`config.mk`:
```
export PLATFORM = sky130hd
export DESIGN_NAME = multicycle_control
export DESIGN_NICKNAME = d
export VERILOG_FILES = /design/src/rtl/multicycle_control.sv
export SDC_FILE = /design/constraint.sdc
export NUM_CORES = 1
export LEC_CHECK = 0
export CAP_MARGIN = 20
export CORE_ASPECT_RATIO = 1.25
export CORE_MARGIN = 2
export CORE_UTILIZATION = 50
export DETAILED_ROUTE_END_ITERATION = 12
export HOLD_SLACK_MARGIN = 0.03
export PLACE_DENSITY = 0.8
export SETUP_SLACK_MARGIN = 0.5
export SLEW_MARGIN = 5
export SYNTH_ARGS = -nofsm -noshare
export SYNTH_HDL_FRONTEND = slang
export SYNTH_SLANG_ARGS = --single-unit
export TNS_END_PERCENT = 10
```
`constraint.sdc`:
```
create_clock -name clk -period 5.3 [get_ports clk]
set_clock_uncertainty 0.05 [all_clocks]
set_input_delay 1.06 -clock clk [delete_from_list [all_inputs] [get_ports clk]]
set_output_delay 1.06 -clock clk [all_outputs]
set_load 0.05 [all_outputs]
```
`src/rtl/multicycle_control.sv`:
```
// Multi-cycle control sequencer: shares one memory port between fetch and data,
// decodes the IR opcode state by state, traps on illegal opcodes or memory timeout.
module multicycle_control #(
    parameter int MEM_TIMEOUT = 15,
    parameter int CNT_WIDTH   = 32
) (
    input  logic                 clk,
    input  logic                 rst_n,
    input  logic [5:0]           opcode,
    input  logic                 mem_ready,
    output logic                 pc_write,
    output logic                 pc_write_cond,
    output logic [1:0]           pc_source,
    output logic                 i_or_d,
    output logic                 mem_read,
    output logic                 mem_write,
    output logic                 ir_write,
    output logic                 reg_dst,
    output logic                 reg_write,
    output logic                 mem_to_reg,
    output logic                 alu_src_a,
    output logic [1:0]           alu_src_b,
    output logic [1:0]           alu_op,
    output logic                 load_half,
    output logic                 load_half_unsigned,
    output logic                 trap,
    output logic [CNT_WIDTH-1:0] instr_retired
);

    localparam logic [3:0] S_IDLE   = 4'd0;
    localparam logic [3:0] S_FETCH  = 4'd1;
    localparam logic [3:0] S_DECODE = 4'd2;
    localparam logic [3:0] S_MEMADR = 4'd3;
    localparam logic [3:0] S_MEMRD  = 4'd4;
    localparam logic [3:0] S_MEMWB  = 4'd5;
    localparam logic [3:0] S_MEMWR  = 4'd6;
    localparam logic [3:0] S_EXEC   = 4'd7;
    localparam logic [3:0] S_RWB    = 4'd8;
    localparam logic [3:0] S_BRANCH = 4'd9;
    localparam logic [3:0] S_ADDIEX = 4'd10;
    localparam logic [3:0] S_ADDIWB = 4'd11;
    localparam logic [3:0] S_JUMP   = 4'd12;
    localparam logic [3:0] S_TRAP   = 4'd13;

    localparam logic [7:0]           WAIT_LAST = 8'(MEM_TIMEOUT - 1);
    localparam logic [CNT_WIDTH-1:0] CNT_ONE   = CNT_WIDTH'(1);

    logic [3:0]           r_state;
    logic [3:0]           w_next;
    logic [7:0]           r_wait_cnt;
    logic [CNT_WIDTH-1:0] r_retired;
    logic                 w_mem_state;
    logic                 w_timeout;
    logic                 w_retire;
    logic                 w_half;
    logic                 w_half_u;

    assign w_mem_state = (r_state == S_FETCH) || (r_state == S_MEMRD) ||
                         (r_state == S_MEMWR);
    // Ready on the last allowed cycle still completes the access.
    assign w_timeout   = w_mem_state && !mem_ready && (r_wait_cnt == WAIT_LAST);
    assign w_half      = (opcode == 6'h21) || (opcode == 6'h25);
    assign w_half_u    = (opcode == 6'h25);
    assign instr_retired = r_retired;

    always_comb begin
        w_next   = r_state;
        w_retire = 1'b0;
        case (r_state)
            S_IDLE:   w_next = S_FETCH;
            S_FETCH:  if (mem_ready) w_next = S_DECODE;
            S_DECODE: begin
                case (opcode)
                    6'h00:                      w_next = S_EXEC;
                    6'h23, 6'h2B, 6'h21, 6'h25: w_next = S_MEMADR;
                    6'h04:                      w_next = S_BRANCH;
                    6'h08:                      w_next = S_ADDIEX;
                    6'h02:                      w_next = S_JUMP;
                    default:                    w_next = S_TRAP;
                endcase
            end
            S_MEMADR: w_next = (opcode == 6'h2B) ? S_MEMWR : S_MEMRD;
            S_MEMRD:  if (mem_ready) w_next = S_MEMWB;
            S_MEMWR:  begin
                if (mem_ready) begin
                    w_next   = S_FETCH;
                    w_retire = 1'b1;
                end
            end
            S_EXEC:   w_next = S_RWB;
            S_ADDIEX: w_next = S_ADDIWB;
            S_MEMWB, S_RWB, S_BRANCH, S_ADDIWB, S_JUMP: begin
                w_next   = S_FETCH;
                w_retire = 1'b1;
            end
            default:  w_next = S_TRAP;
        endcase
        if (w_timeout) w_next = S_TRAP;
    end

    always_comb begin
        pc_write           = 1'b0;
        pc_write_cond      = 1'b0;
        pc_source          = 2'd0;
        i_or_d             = 1'b0;
        mem_read           = 1'b0;
        mem_write          = 1'b0;
        ir_write           = 1'b0;
        reg_dst            = 1'b0;
        reg_write          = 1'b0;
        mem_to_reg         = 1'b0;
        alu_src_a          = 1'b0;
        alu_src_b          = 2'd0;
        alu_op             = 2'd0;
        load_half          = 1'b0;
        load_half_unsigned = 1'b0;
        trap               = 1'b0;
        case (r_state)
            S_FETCH: begin
                mem_read  = 1'b1;
                alu_src_b = 2'd1;
                ir_write  = mem_ready;
                pc_write  = mem_ready;
            end
            S_DECODE: alu_src_b = 2'd3;
            S_MEMADR: begin
                alu_src_a = 1'b1;
                alu_src_b = 2'd2;
            end
            S_MEMRD: begin
                i_or_d             = 1'b1;
                mem_read           = 1'b1;
                load_half          = w_half;
                load_half_unsigned = w_half_u;
            end
            S_MEMWB: begin
                mem_to_reg         = 1'b1;
                reg_write          = 1'b1;
                load_half          = w_half;
                load_half_unsigned = w_half_u;
            end
            S_MEMWR: begin
                i_or_d    = 1'b1;
                mem_write = 1'b1;
            end
            S_EXEC: begin
                alu_src_a = 1'b1;
                alu_op    = 2'd2;
            end
            S_RWB: begin
                reg_dst   = 1'b1;
                reg_write = 1'b1;
            end
            S_BRANCH: begin
                alu_src_a     = 1'b1;
                alu_op        = 2'd1;
                pc_source     = 2'd1;
                pc_write_cond = 1'b1;
            end
            S_ADDIEX: begin
                alu_src_a = 1'b1;
                alu_src_b = 2'd2;
            end
            S_ADDIWB: reg_write = 1'b1;
            S_JUMP: begin
                pc_source = 2'd2;
                pc_write  = 1'b1;
            end
            S_TRAP:  trap = 1'b1;
            default: ;
        endcase
    end

    always_ff @(posedge clk) begin
        if (!rst_n) begin
            r_state    <= S_IDLE;
            r_wait_cnt <= '0;
            r_retired  <= '0;
        end else begin
            r_state <= w_next;
            if (w_next != r_state)
                r_wait_cnt <= '0;
            else if (w_mem_state && !mem_ready)
                r_wait_cnt <= r_wait_cnt + 8'd1;
            if (w_retire)
                r_retired <= r_retired + CNT_ONE;
        end
    end

endmodule

```
==> results.json <==
{
  "leakage_nw": 1.008,
  "root_buffer": "clkbuf_8",
  "rr_startpoint": "r_state[1]$_SDFF_PN0_",
  "synth_area_per_cell_um2": 7.988,
  "grtUsageTotal": 0.2127,
  "die_w_um": 67.95,
  "vias_per_cell": 5.633,
  "pwr-share-clk": 0.320,
  "yosysSeqAreaShare": 0.3446,
  "gp_congestion": 0.8418,
  "dpl.hpwl_um": 4182,
  "synthFlopType": "dfxtp_1",
  "hold_path_class": "flip-flop to flip-flop",
  "swShare": 0.2990,
  "drtIter0Drc": 195,
  "rr_endpoint": "instr_retired[23]$_SDFFE_PN0P_",
  "worstHoldEndpoint": "instr_retired[6]$_SDFFE_PN0P_",
  "antenna_left": 0,
  "clk_path_buf_depth": 2,
  "place_area_um2": 3146,
  "path_class": "input pin to output port",
  "relSlewSlack": 0.3625,
  "reg2reg_depth": 6,
  "grt.overflow.total": 0,
  "grt_pass1_wl_um": 9715,
  "area_growth_pct": 26.87,
  "slew_viol_final": 0,
  "syn-num-nets": 332,
  "crit_fanout": 6,
  "power.density_nw_per_um2": 213.5,
  "fin_crit_sh": 0.8236,
  "yosysWarnings": 0,
  "switchingPower_mw": 0.2071,
  "routed_wl_um": 5709,
  "hold_path_depth": 2,
  "syn-cell-area_um2": 2556,
  "cts.clk_slew.worst_paths_ns": 0.08,
  "grt_pass1_vias": 2197,
  "p_comb_frac": 0.179,
  "cp_cell_sequence": "clkdlybuf4s50_1 > or4_1 > nor3_1 > and2_1 > clkdlybuf4s50_1",
  "ir_worst_vdd_mv": 0.1332,
  "setup_violations": 0,
  "cts_hold_buf": 0,
  "worstPathArrival_ns": 3.25,
  "ctsHtreeMaxLevel": 2,
  "drc": 0,
  "rows": 29,
  "via_count": 2439,
  "antenna_cells": 0,
  "synthArstFlopShare": 0,
  "postCtsSetupBuffers": 0,
  "die_y_um": 83.94,
  "grt_antenna_before_repair": 0,
  "fmax_ghz": 0.2291,
  "worst_pin_slew_ns": 0.9504,
  "synth_cell_types": 54,
  "post_cts_resize_count": 0,
  "clkLatencyLatePin_ns": 0.29,
  "core-area_um2": 5007,
  "crit_slowest_cell": "clkdlybuf4s50_1",
  "pin_count": 60,
  "utilization": 0.6477,
  "grt_start_max_net_pins": 36,
  "synthesis.instances": 320,
  "layout.nets": 382,
  "ys_ff_latch": 44,
  "port_buffers": 59,
  "rsz0062_at_grt": "false",
  "holdCritStartpoint": "instr_retired[6]$_SDFFE_PN0P_",
  "start_util": 0.5105,
  "start_kind": "input pin",
  "final_cell_area_um2": 3243,
  "post_drt_wl_per_cell_um": 13.18,
  "power_mw": 0.6926,
  "synth_edf_count": 0,
  "cts_tree": "yes",
  "dieArea_um2": 5704,
  "status": "finished, final reports clean",
  "crit_path_frequent_cell": "clkdlybuf4s50_1",
  "cp-end-kind": "output port",
  "ff2ff_setup_slack_ns": 2.71,
  "final.setup.tns_ns": 0,
  "p_int_mw": 0.4855,
  "crit_required_ns": 4.19,
  "maxCapViolCount": 0,
  "slowest_delay_ns": 0.80,
  "hold_violations": 0,
  "clock_sinks": 44,
  "cts_buffers": 5,
  "pwr-share-seq": 0.501,
  "first_pass_iters": 5,
  "final_layout_size_suffix_gt1_frac": 0.05930,
  "period_minus_slack_ns": 4.365
}
[metrics by stage]
stage | setup WS, ns | instances | hold slack (ns)
after floorplan | 0.9777 | 320 | 0.4691
after global placement | 0.9623 | 425 | 0.4395
after detailed placement | 0.9276 | 425 | 0.4540
after CTS | 0.9229 | 433 | 0.4796
after global routing | 0.7942 | 433 | 0.4945
final | 0.9351 | 433 | 0.4833
[cell usage in the layout, fill, tap and decap left out, types with 2 or more instances in the layout]
| master | netlist | routed |
|---|---|---|
| inv_1 | 11 | 11 |
| nor2b_1 | 4 | 4 |
| clkdlybuf4s50_1 | 0 | 59 |
| nand3_1 | 12 | 12 |
| nand3b_1 | 3 | 3 |
| clkinvlp_4 | 0 | 2 |
| and3_1 | 6 | 6 |
| o211ai_1 | 3 | 3 |
| nand2b_1 | 4 | 4 |
| or3_1 | 7 | 7 |
| ha_1 | 3 | 3 |
| mux2i_1 | 2 | 2 |
| nand4_1 | 6 | 6 |
| a31oi_1 | 3 | 3 |
| nand2_1 | 20 | 20 |
| xor2_1 | 9 | 9 |
| o22ai_1 | 6 | 6 |
| o21a_1 | 2 | 2 |
| nor3_1 | 28 | 28 |
| or2_2 | 3 | 3 |
| xnor2_1 | 27 | 27 |
| a21oi_1 | 10 | 10 |
| nor4_1 | 8 | 8 |
| clkbuf_8 | 0 | 6 |
| and2_1 | 2 | 2 |
| o21ai_0 | 7 | 7 |
| nor2_1 | 49 | 49 |
| dfxtp_1 | 44 | 44 |
[worst max path at each step]
stage	cells past startpoint	slack, ns	to	start
finish	5	0.94	load_half_unsigned	opcode[3]
global route	5	0.79	load_half_unsigned	opcode[3]
global placement	5	0.96	load_half_unsigned	opcode[3]
CTS	5	0.92	load_half_unsigned	opcode[3]
detailed placement	5	0.93	load_half_unsigned	opcode[3]
floorplan	3	0.98	load_half_unsigned	opcode[3]
[power groups by stage]
stage | clock network [mW] | registers [mW] | logic, mW
finish | 0.221 | 0.347 | 0.124
global route | 0.237 | 0.349 | 0.133
CTS | 0.229 | 0.347 | 0.125
detailed placement | 0 | 0.355 | 0.124
global placement | 0 | 0.355 | 0.123
floorplan | 0 | 0.347 | 0.0990
[kinds of logic (layout without fill, tap and decap cells)]
group	count (synthesis)	count (layout)	share of synthesized area
compound gates	43	43	0.1224
xor+xnor	36	36	0.1234
simple gates	163	163	0.3343
buf+inv	28	79	0.04845
mux	3	3	0.01224
flops	44	44	0.3446
fa+ha+maj	3	3	0.01469
[routing by layer]
layer  global-route usage  share of wire  up-vias  routed length [um]
met1               0.2644           0.43     1156                2483
met5                    0              0        -                   0
met2               0.3601           0.51       54                2890
met4              0.06182          0.010        0                  59
met3              0.04453          0.048        6                 275
li1                     -              -     1223                   -
[state kept, by name, summed over array words and instances, names as in the netlist]
signal and cells:
r_wait_cnt 8, r_state 4, instr_retired 32
[cells in the mapped netlist (all sizes together) (7+ instances only)]
library cell  number  area share
a21oi             11       0.026
clkbuf            10       0.015
dfxtp             44        0.34
inv               11       0.016
nand2             20       0.029
nand3             12       0.023
nor2              49       0.072
nor3              28       0.055
nor4               9       0.024
o21ai              8       0.016
o22ai              7       0.020
or3                8       0.022
xnor2             27       0.093
xor2               9       0.031
[cell type report]
class | count | area [um^2]
Fill cell | 439 | 1764
Multi-Input combinational cell | 248 | 1551
Sequential cell | 44 | 880.8
Timing Repair Buffer | 59 | 590.6
Clock buffer | 6 | 82.58
Tap cell | 62 | 77.57
Inverter | 12 | 45.04
Clock inverter | 2 | 15.01
[critical path: cells and delay by family]
kind          cells  cell delay (ns)
buf+inv           2             1.33
simple gates      3             0.87
(Power assumes the default switching activity.)
